File: src/rtl/adc_avg_pkg.sv
// Shared types and sizing helpers for the windowed ADC averaging filter.
package adc_avg_pkg;

    typedef enum logic [1:0] {
        IDLE,
        ACCUM,
        DUMP
    } state_t;

    localparam int DATA_W_DEF = 12;

    // Accumulator holds N full-scale samples plus the rounding half-LSB without overflow.
    function automatic int acc_width(input int data_w, input int log2_n);
        return data_w + log2_n;
    endfunction

endpackage

File: src/rtl/adc_avg_chan.sv
// One channel of the averaging filter: accumulator, window min/max and rounded mean.
module adc_avg_chan
    import adc_avg_pkg::*;
#(
    parameter int DATA_W = DATA_W_DEF,
    parameter int LOG2_N = 4
) (
    input  logic              clk,
    input  logic              rst,
    input  logic              load_first,
    input  logic              accumulate,
    input  logic              clear,
    input  logic              dump,
    input  logic [DATA_W-1:0] sample,
    output logic [DATA_W-1:0] avg,
    output logic [DATA_W-1:0] min_val,
    output logic [DATA_W-1:0] max_val
);

    localparam int ACC_W  = acc_width(DATA_W, LOG2_N);
    localparam int RND_SH = (LOG2_N > 0) ? LOG2_N - 1 : 0;
    localparam logic [ACC_W-1:0] RND = (LOG2_N > 0) ? (ACC_W'(1) << RND_SH) : '0;

    logic [ACC_W-1:0]  acc;
    logic [ACC_W-1:0]  rounded;
    logic [DATA_W-1:0] avg_d;
    logic [DATA_W-1:0] win_min;
    logic [DATA_W-1:0] win_max;

    always_comb begin
        rounded = acc + RND;
        avg_d   = DATA_W'(rounded >> LOG2_N);
    end

    // dump reads the finished window while load_first may already start the next one.
    always_ff @(posedge clk) begin
        if (rst) begin
            acc     <= '0;
            win_min <= '0;
            win_max <= '0;
        end else if (clear) begin
            acc <= '0;
        end else if (load_first) begin
            acc     <= ACC_W'(sample);
            win_min <= sample;
            win_max <= sample;
        end else if (accumulate) begin
            acc <= acc + ACC_W'(sample);
            if (sample < win_min) win_min <= sample;
            if (sample > win_max) win_max <= sample;
        end
    end

    always_ff @(posedge clk) begin
        if (rst) begin
            avg     <= '0;
            min_val <= '0;
            max_val <= '0;
        end else if (dump) begin
            avg     <= avg_d;
            min_val <= win_min;
            max_val <= win_max;
        end
    end

endmodule

File: src/rtl/adc_avg_filter.sv
// Dual-channel windowed mean and min/max filter fed by spi_adc sample strobes.
module adc_avg_filter
    import adc_avg_pkg::*;
#(
    parameter int LOG2_N = 4,
    parameter int DATA_W = DATA_W_DEF
) (
    input  logic              clk,
    input  logic              rst,
    input  logic              en_i,
    input  logic              clear_i,
    input  logic              sample_valid_i,
    input  logic [DATA_W-1:0] data0_i,
    input  logic [DATA_W-1:0] data1_i,
    output logic              avg_valid_o,
    output logic [DATA_W-1:0] avg0_o,
    output logic [DATA_W-1:0] avg1_o,
    output logic [DATA_W-1:0] min0_o,
    output logic [DATA_W-1:0] max0_o,
    output logic [DATA_W-1:0] min1_o,
    output logic [DATA_W-1:0] max1_o
);

    localparam int CW = LOG2_N + 1;
    localparam logic [CW-1:0] N_CNT = CW'(1) << LOG2_N;

    state_t        state, state_n;
    logic [CW-1:0] cnt, cnt_n;
    logic [CW-1:0] cnt_inc;
    logic          load_first, accumulate, clr, dump;

    always_ff @(posedge clk) begin
        if (rst) begin
            state       <= IDLE;
            cnt         <= '0;
            avg_valid_o <= 1'b0;
        end else begin
            state       <= state_n;
            cnt         <= cnt_n;
            avg_valid_o <= dump;
        end
    end

    always_comb begin
        state_n    = state;
        cnt_n      = cnt;
        load_first = 1'b0;
        accumulate = 1'b0;
        clr        = 1'b0;
        dump       = 1'b0;
        cnt_inc    = cnt + CW'(1);
        if (!en_i) begin
            state_n = IDLE;
            cnt_n   = '0;
            clr     = 1'b1;
        end else begin
            case (state)
                IDLE: begin
                    clr     = 1'b1;
                    cnt_n   = '0;
                    state_n = ACCUM;
                end
                ACCUM: begin
                    if (clear_i) begin
                        clr   = 1'b1;
                        cnt_n = '0;
                    end else if (sample_valid_i) begin
                        load_first = (cnt == '0);
                        accumulate = (cnt != '0);
                        cnt_n      = cnt_inc;
                        if (cnt_inc == N_CNT) state_n = DUMP;
                    end
                end
                DUMP: begin
                    // A strobe here opens the next window; with N=1 it also closes it.
                    dump    = 1'b1;
                    state_n = ACCUM;
                    cnt_n   = '0;
                    if (clear_i || !sample_valid_i) begin
                        clr = 1'b1;
                    end else begin
                        load_first = 1'b1;
                        cnt_n      = CW'(1);
                        if (N_CNT == CW'(1)) state_n = DUMP;
                    end
                end
                default: begin
                    state_n = IDLE;
                    cnt_n   = '0;
                    clr     = 1'b1;
                end
            endcase
        end
    end

    adc_avg_chan #(.DATA_W(DATA_W), .LOG2_N(LOG2_N)) u_chan0 (
        .clk        (clk),
        .rst        (rst),
        .load_first (load_first),
        .accumulate (accumulate),
        .clear      (clr),
        .dump       (dump),
        .sample     (data0_i),
        .avg        (avg0_o),
        .min_val    (min0_o),
        .max_val    (max0_o)
    );

    adc_avg_chan #(.DATA_W(DATA_W), .LOG2_N(LOG2_N)) u_chan1 (
        .clk        (clk),
        .rst        (rst),
        .load_first (load_first),
        .accumulate (accumulate),
        .clear      (clr),
        .dump       (dump),
        .sample     (data1_i),
        .avg        (avg1_o),
        .min_val    (min1_o),
        .max_val    (max1_o)
    );

endmodule
File: config.mk
export PLATFORM = sky130hd
export DESIGN_NAME = adc_avg_filter
export DESIGN_NICKNAME = d
export VERILOG_FILES = /design/src/rtl/adc_avg_pkg.sv /design/src/rtl/adc_avg_chan.sv /design/src/rtl/adc_avg_filter.sv
export SDC_FILE = /design/constraint.sdc
export NUM_CORES = 1
export LEC_CHECK = 0
export CORE_ASPECT_RATIO = 1.5
export CORE_MARGIN = 2
export CORE_UTILIZATION = 55
export DETAILED_ROUTE_END_ITERATION = 16
export GPL_TIMING_DRIVEN = 1
export PLACE_DENSITY = 0.85
export SYNTH_ARGS = -nofsm -noshare
export SYNTH_HDL_FRONTEND = slang
export SYNTH_HIERARCHICAL = 1
export SYNTH_SLANG_ARGS = --single-unit
File: constraint.sdc
create_clock -name clk -period 3.12 [get_ports clk]
set_input_delay 0.624 -clock clk [delete_from_list [all_inputs] [get_ports clk]]
set_output_delay 0.624 -clock clk [all_outputs]
set_load 0.02 [all_outputs]
==> impl_results.html <==
<table>
<tr><th>Metric</th><th>Value</th></tr>
<tr><th colspan="2">Clock tree</th></tr>
<tr><td>Clock transition at the registers of the reported paths</td><td>about 0.060 ns</td></tr>
<tr><td>Hold buffer count at cts</td><td>0</td></tr>
<tr><td>CTS sink cnt</td><td>160</td></tr>
<tr><td>CTS HTree Levels</td><td>4</td></tr>
<tr><td>Clock latency reported for the late side of the worst-skew pair</td><td>between 0.4 and 0.5 ns</td></tr>
<tr><td>Bufs on Longest Clock Path</td><td>2</td></tr>
<tr><td>Clock Root Buffer</td><td>sky130_fd_sc_hd__clkbuf_16</td></tr>
<tr><td>CTS Buf Count</td><td>17</td></tr>
<tr><td>Clock tree from TritonCTS</td><td>done</td></tr>
<tr><th colspan="2">Floorplan</th></tr>
<tr><td>Initial cell density of the core</td><td>0.5560</td></tr>
<tr><td>Die width</td><td>108.0 um</td></tr>
<tr><td>Placement row count</td><td>57</td></tr>
<tr><td>Total core area</td><td>0.01605 mm^2</td></tr>
<tr><td>Overall die area</td><td>approximately 0.017 mm^2</td></tr>
<tr><td>Ports placed on the boundary</td><td>102</td></tr>
<tr><td>Die height</td><td>between 150 and 200 um</td></tr>
<tr><th colspan="2">Route</th></tr>
<tr><td>Remaining antenna violation count</td><td>0</td></tr>
<tr><td>WL met1</td><td>between 8 and 9 mm</td></tr>
<tr><td>DR DRC count</td><td>0</td></tr>
<tr><td>Vias after detailed routing</td><td>7,776</td></tr>
<tr><td>Average detailed-routed wire length per instance</td><td>16.49 um</td></tr>
<tr><td>Top routing layer used</td><td>met4</td></tr>
<tr><td>Metal3 WL</td><td>1.062 mm</td></tr>
<tr><td>Initial DRT Pass Iterations</td><td>5</td></tr>
<tr><td>Final wirelength</td><td>22.32 mm</td></tr>
<tr><td>Routed via count divided by cell count</td><td>between 5 and 6</td></tr>
<tr><td>Routed length on met2</td><td>11.67 mm</td></tr>
<tr><td>Initial detailed-routing violation count</td><td>299</td></tr>
<tr><th colspan="2">Critical path</th></tr>
<tr><td>Slowest cell on crit path</td><td>sky130_fd_sc_hd__clkdlybuf4s50_1</td></tr>
<tr><td>Required time of the critical path</td><td>3.42 ns</td></tr>
<tr><td>Worst setup path category</td><td>in -&gt; reg</td></tr>
<tr><td>Worst path arrival time</td><td>3.10 ns</td></tr>
<tr><td>Largest driver fanout on the critical path</td><td>3</td></tr>
<tr><td>Launching element type of the critical path</td><td>input pin</td></tr>
<tr><td>Element type at the critical path end</td><td>register</td></tr>
<tr><td>Largest incremental delay on the critical path</td><td>between 0.4 and 0.5 ns</td></tr>
<tr><td>Ordered cell list for the critical path</td><td>clkdlybuf4s50_1 -&gt; ha_1 -&gt; fa_1 -&gt; a211oi_1 -&gt; o21ba_2 -&gt; o21bai_1 -&gt; xnor2_1 -&gt; a2111oi_0</td></tr>
<tr><th colspan="2">Power and ir drop</th></tr>
<tr><td>Switching part of the total power</td><td>0.2365</td></tr>
<tr><td>Final Total Pwr</td><td>~4.5 mW</td></tr>
<tr><td>Ratio of total power to cell area</td><td>slightly above 400 mW/mm^2</td></tr>
<tr><td>Peak ir drop on the vdd network</td><td>0.4349 mV</td></tr>
<tr><td>Portion of total power attributed to combinational logic</td><td>0.078</td></tr>
<tr><td>Lkg Pwr</td><td>4.267 nW</td></tr>
<tr><td>Net load switching power</td><td>1.068 mW</td></tr>
<tr><td>Int Power</td><td>3.448 mW</td></tr>
<tr><td>Sequential Power Share</td><td>0.456</td></tr>
<tr><td>Clock share of power</td><td>0.466</td></tr>
<tr><th colspan="2">Synthesis</th></tr>
<tr><td>Seq/Total Area, Yosys</td><td>0.3590</td></tr>
<tr><td>Cell types with the largest area share after synthesis</td><td>sky130_fd_sc_hd__dfxtp_1 36%, sky130_fd_sc_hd__mux2i_1 12%, sky130_fd_sc_hd__ha_1 11%</td></tr>
<tr><td>Portion of synthesized cell area occupied by the leading cell type</td><td>0.3590</td></tr>
<tr><td>Distinct cell type count after synthesis</td><td>52</td></tr>
<tr><td>Library cell with the largest summed area after synthesis</td><td>sky130_fd_sc_hd__dfxtp_1</td></tr>
<tr><td>Most used DFF post-synth</td><td>sky130_fd_sc_hd__dfxtp_1</td></tr>
<tr><td>#FFs+latches synth</td><td>160</td></tr>
<tr><td>Count of mapped cells out of synthesis</td><td>1,022</td></tr>
<tr><td>Avg Synthesized Cell Area</td><td>8.730 um^2</td></tr>
<tr><td>Async SR Flop Fraction</td><td>0</td></tr>
<tr><td>Mapped Area</td><td>0.008922 mm^2</td></tr>
<tr><td>Count of flip-flops with a built-in enable after synthesis</td><td>0</td></tr>
<tr><td>Number of nets produced by synthesis</td><td>1,133</td></tr>
<tr><td>Total number of yosys warnings</td><td>6</td></tr>
<tr><th colspan="2">Flow run</th></tr>
<tr><td>Max-capacitance violation count</td><td>0</td></tr>
<tr><th colspan="2">Timing</th></tr>
<tr><td>Setup repair after global routing missed its margin</td><td>no</td></tr>
<tr><td>Worst max-slew margin expressed relative to the limit</td><td>0.6088</td></tr>
<tr><td>Highest achievable clock rate</td><td>356.9 MHz</td></tr>
<tr><td>Final Max Tran Viols</td><td>0</td></tr>
<tr><td>Worst hold margin</td><td>0.4840 ns</td></tr>
<tr><td>Transition time of the tightest slew-check pin</td><td>0.5833 ns</td></tr>
<tr><td>Worst setup skew after layout</td><td>about 0.0073 ns</td></tr>
<tr><td>Period Utilization, post-route</td><td>0.8980</td></tr>
<tr><td>Final Hold Fails</td><td>0</td></tr>
<tr><td>Time the final worst path needs with I/O delays and setup</td><td>2.802 ns</td></tr>
<tr><td>Final Setup Violations</td><td>0</td></tr>
<tr><th colspan="2">Final layout</th></tr>
<tr><td>P&amp;R area growth vs syn</td><td>22.76%</td></tr>
<tr><td>Proportion of layout cells with a drive suffix above 1</td><td>0.07666</td></tr>
<tr><td>Leading cell type in the layout, fill and taps excluded</td><td>sky130_fd_sc_hd__nor2_1</td></tr>
<tr><td>Most frequent cells in the layout</td><td>169 x sky130_fd_sc_hd__nor2_1, 160 x sky130_fd_sc_hd__dfxtp_1, 107 x sky130_fd_sc_hd__mux2i_1</td></tr>
<tr><td>Final #Nets</td><td>1,246</td></tr>
<tr><td>Number of diodes</td><td>0</td></tr>
<tr><td>Fillcell total</td><td>1,241</td></tr>
<tr><th colspan="2">Run status</th></tr>
<tr><td>Outcome</td><td>completed</td></tr>
<tr><th colspan="2">Global routing</th></tr>
<tr><td>Antenna violations before repair</td><td>0</td></tr>
<tr><td>Vias in the first global route</td><td>roughly 7,700</td></tr>
<tr><td>Remaining global-route overflow</td><td>0</td></tr>
<tr><td>First-pass GRT wire length</td><td>36.43 mm</td></tr>
<tr><td>Total routing resource utilization after global routing</td><td>0.2647</td></tr>
<tr><td>Maximum number of pins on one net before global-route repair</td><td>66</td></tr>
<tr><th colspan="2">Place</th></tr>
<tr><td>DP Wirelength</td><td>approximately 16 mm</td></tr>
<tr><td>Global placement routability congestion</td><td>0.8973</td></tr>
<tr><td>I/O Buffers</td><td>slightly above 100</td></tr>
<tr><th colspan="2">Hold path</th></tr>
<tr><td>Worst hold-check path type</td><td>reg -&gt; reg</td></tr>
</table>
metrics by stage:
stage / setup TNS [ns] / setup WS (ns) / instances / utilization / cell area (um^2)
2_1_floorplan: 0 / 0.4685 / 1022 / - / 8922
3_3_place_gp: 0 / 0.0006564 / 1322 / 0.6448 / 10350
3_5_place_dp: -0.3048 / -0.05950 / 1322 / 0.6448 / 10350
4_1_cts: 0 / 0.2462 / 1354 / 0.6822 / 10950
5_1_grt: 0 / 0.2303 / 1354 / 0.6826 / 10950
6_report: 0 / 0.3184 / 1354 / 0.6826 / 10950
sequential cells by signal, indices dropped and copies added, names as in the netlist:
name,count
avg_valid_o,1
cnt,5
state,2
u_chan0/acc,16
u_chan0/avg,12
u_chan0/max_val,12
u_chan0/min_val,12
u_chan0/win_max,12
u_chan0/win_min,12
u_chan1/acc,16
u_chan1/avg,12
u_chan1/max_val,12
u_chan1/min_val,12
u_chan1/win_max,12
u_chan1/win_min,12
metal layers:
metal,vias up,global-route usage
met3,53,0.06327
li1,3819,-
met2,225,0.4794
met4,0,0.1276
met1,3679,0.2818
met5,-,0
cells in the mapped netlist, types with 3 or more instances:
library cell / count
sky130_fd_sc_hd__buf_1: 8
sky130_fd_sc_hd__a31oi_1: 6
sky130_fd_sc_hd__a21o_1: 8
sky130_fd_sc_hd__buf_2: 7
sky130_fd_sc_hd__nor4_1: 5
sky130_fd_sc_hd__nor3_1: 20
sky130_fd_sc_hd__nand2b_1: 10
sky130_fd_sc_hd__a2111oi_0: 6
sky130_fd_sc_hd__xnor2_1: 27
sky130_fd_sc_hd__nand2_1: 34
sky130_fd_sc_hd__clkbuf_1: 32
sky130_fd_sc_hd__o22ai_1: 9
sky130_fd_sc_hd__nor2_1: 169
sky130_fd_sc_hd__xor2_1: 24
sky130_fd_sc_hd__nand4_1: 18
sky130_fd_sc_hd__nor2b_1: 23
sky130_fd_sc_hd__ha_1: 80
sky130_fd_sc_hd__o21bai_1: 5
sky130_fd_sc_hd__a21oi_1: 45
sky130_fd_sc_hd__mux2i_1: 107
sky130_fd_sc_hd__and3_1: 6
sky130_fd_sc_hd__a22oi_1: 3
sky130_fd_sc_hd__nor3b_1: 4
sky130_fd_sc_hd__or3_1: 4
sky130_fd_sc_hd__o211ai_1: 6
sky130_fd_sc_hd__a211oi_1: 40
sky130_fd_sc_hd__o21ai_0: 35
sky130_fd_sc_hd__inv_1: 62
sky130_fd_sc_hd__nand3b_1: 3
sky130_fd_sc_hd__nand3_1: 21
sky130_fd_sc_hd__dfxtp_1: 160
worst max-delay path: cells and delay by family:
kind	cells	cell delay, ns
AO/OA/AOI/OAI	4	1.16
XOR/XNOR	1	0.13
adder cells (fa/ha/maj)	2	0.72
buffers and inverters	1	0.46
power by group through the flow:
stage	combinational [mW]	sequential, mW	clock (mW)
global placement	0.338	2.10	0
global route	0.388	2.06	2.24
floorplan	0.181	2.11	0
finish	0.354	2.06	2.10
CTS	0.351	2.06	2.14
detailed placement	0.345	2.10	0
final timing paths:
kind	startpoint	slack (ns)	cells after the start	to
worst max register to register	cnt[0]	0.44	12	u_chan1/win_max[8]
worst min register to register	u_chan0/avg[10]	0.48	2	u_chan0/avg[10]
worst min-delay path	u_chan0/avg[10]	0.48	2	u_chan0/avg[10]
worst max-delay path	data1_i[0]	0.32	8	u_chan1/acc[6]
kinds of logic after synthesis:
| logic type | share of synthesized area |
|---|---|
| compound gates | 0.1327 |
| simple gates | 0.1705 |
| buf+inv | 0.05104 |
| flops | 0.3590 |
| fa+ha+maj | 0.1167 |
| xor+xnor | 0.05006 |
| mux | 0.1200 |
cell type report:
| type | count | area [um^2] | share of cell area |
|---|---|---|---|
| timing repair buffer | 145 | 1376 | 0.1257 |
| inverter | 62 | 232.7 | 0.02125 |
| multi-input combinational | 749 | 5283 | 0.4823 |
| tap | 206 | 257.7 | 0.02353 |
| sequential | 160 | 3203 | 0.2924 |
| clock buffer | 21 | 470.5 | 0.04295 |
| clock inverter | 11 | 130.1 | 0.01188 |
what timing repair did:
item                       CTS  global route
setup endpoints to repair    0             2
setup buffers                0             0
resized for setup            0             1
Power figures use the tool's default switching activity.
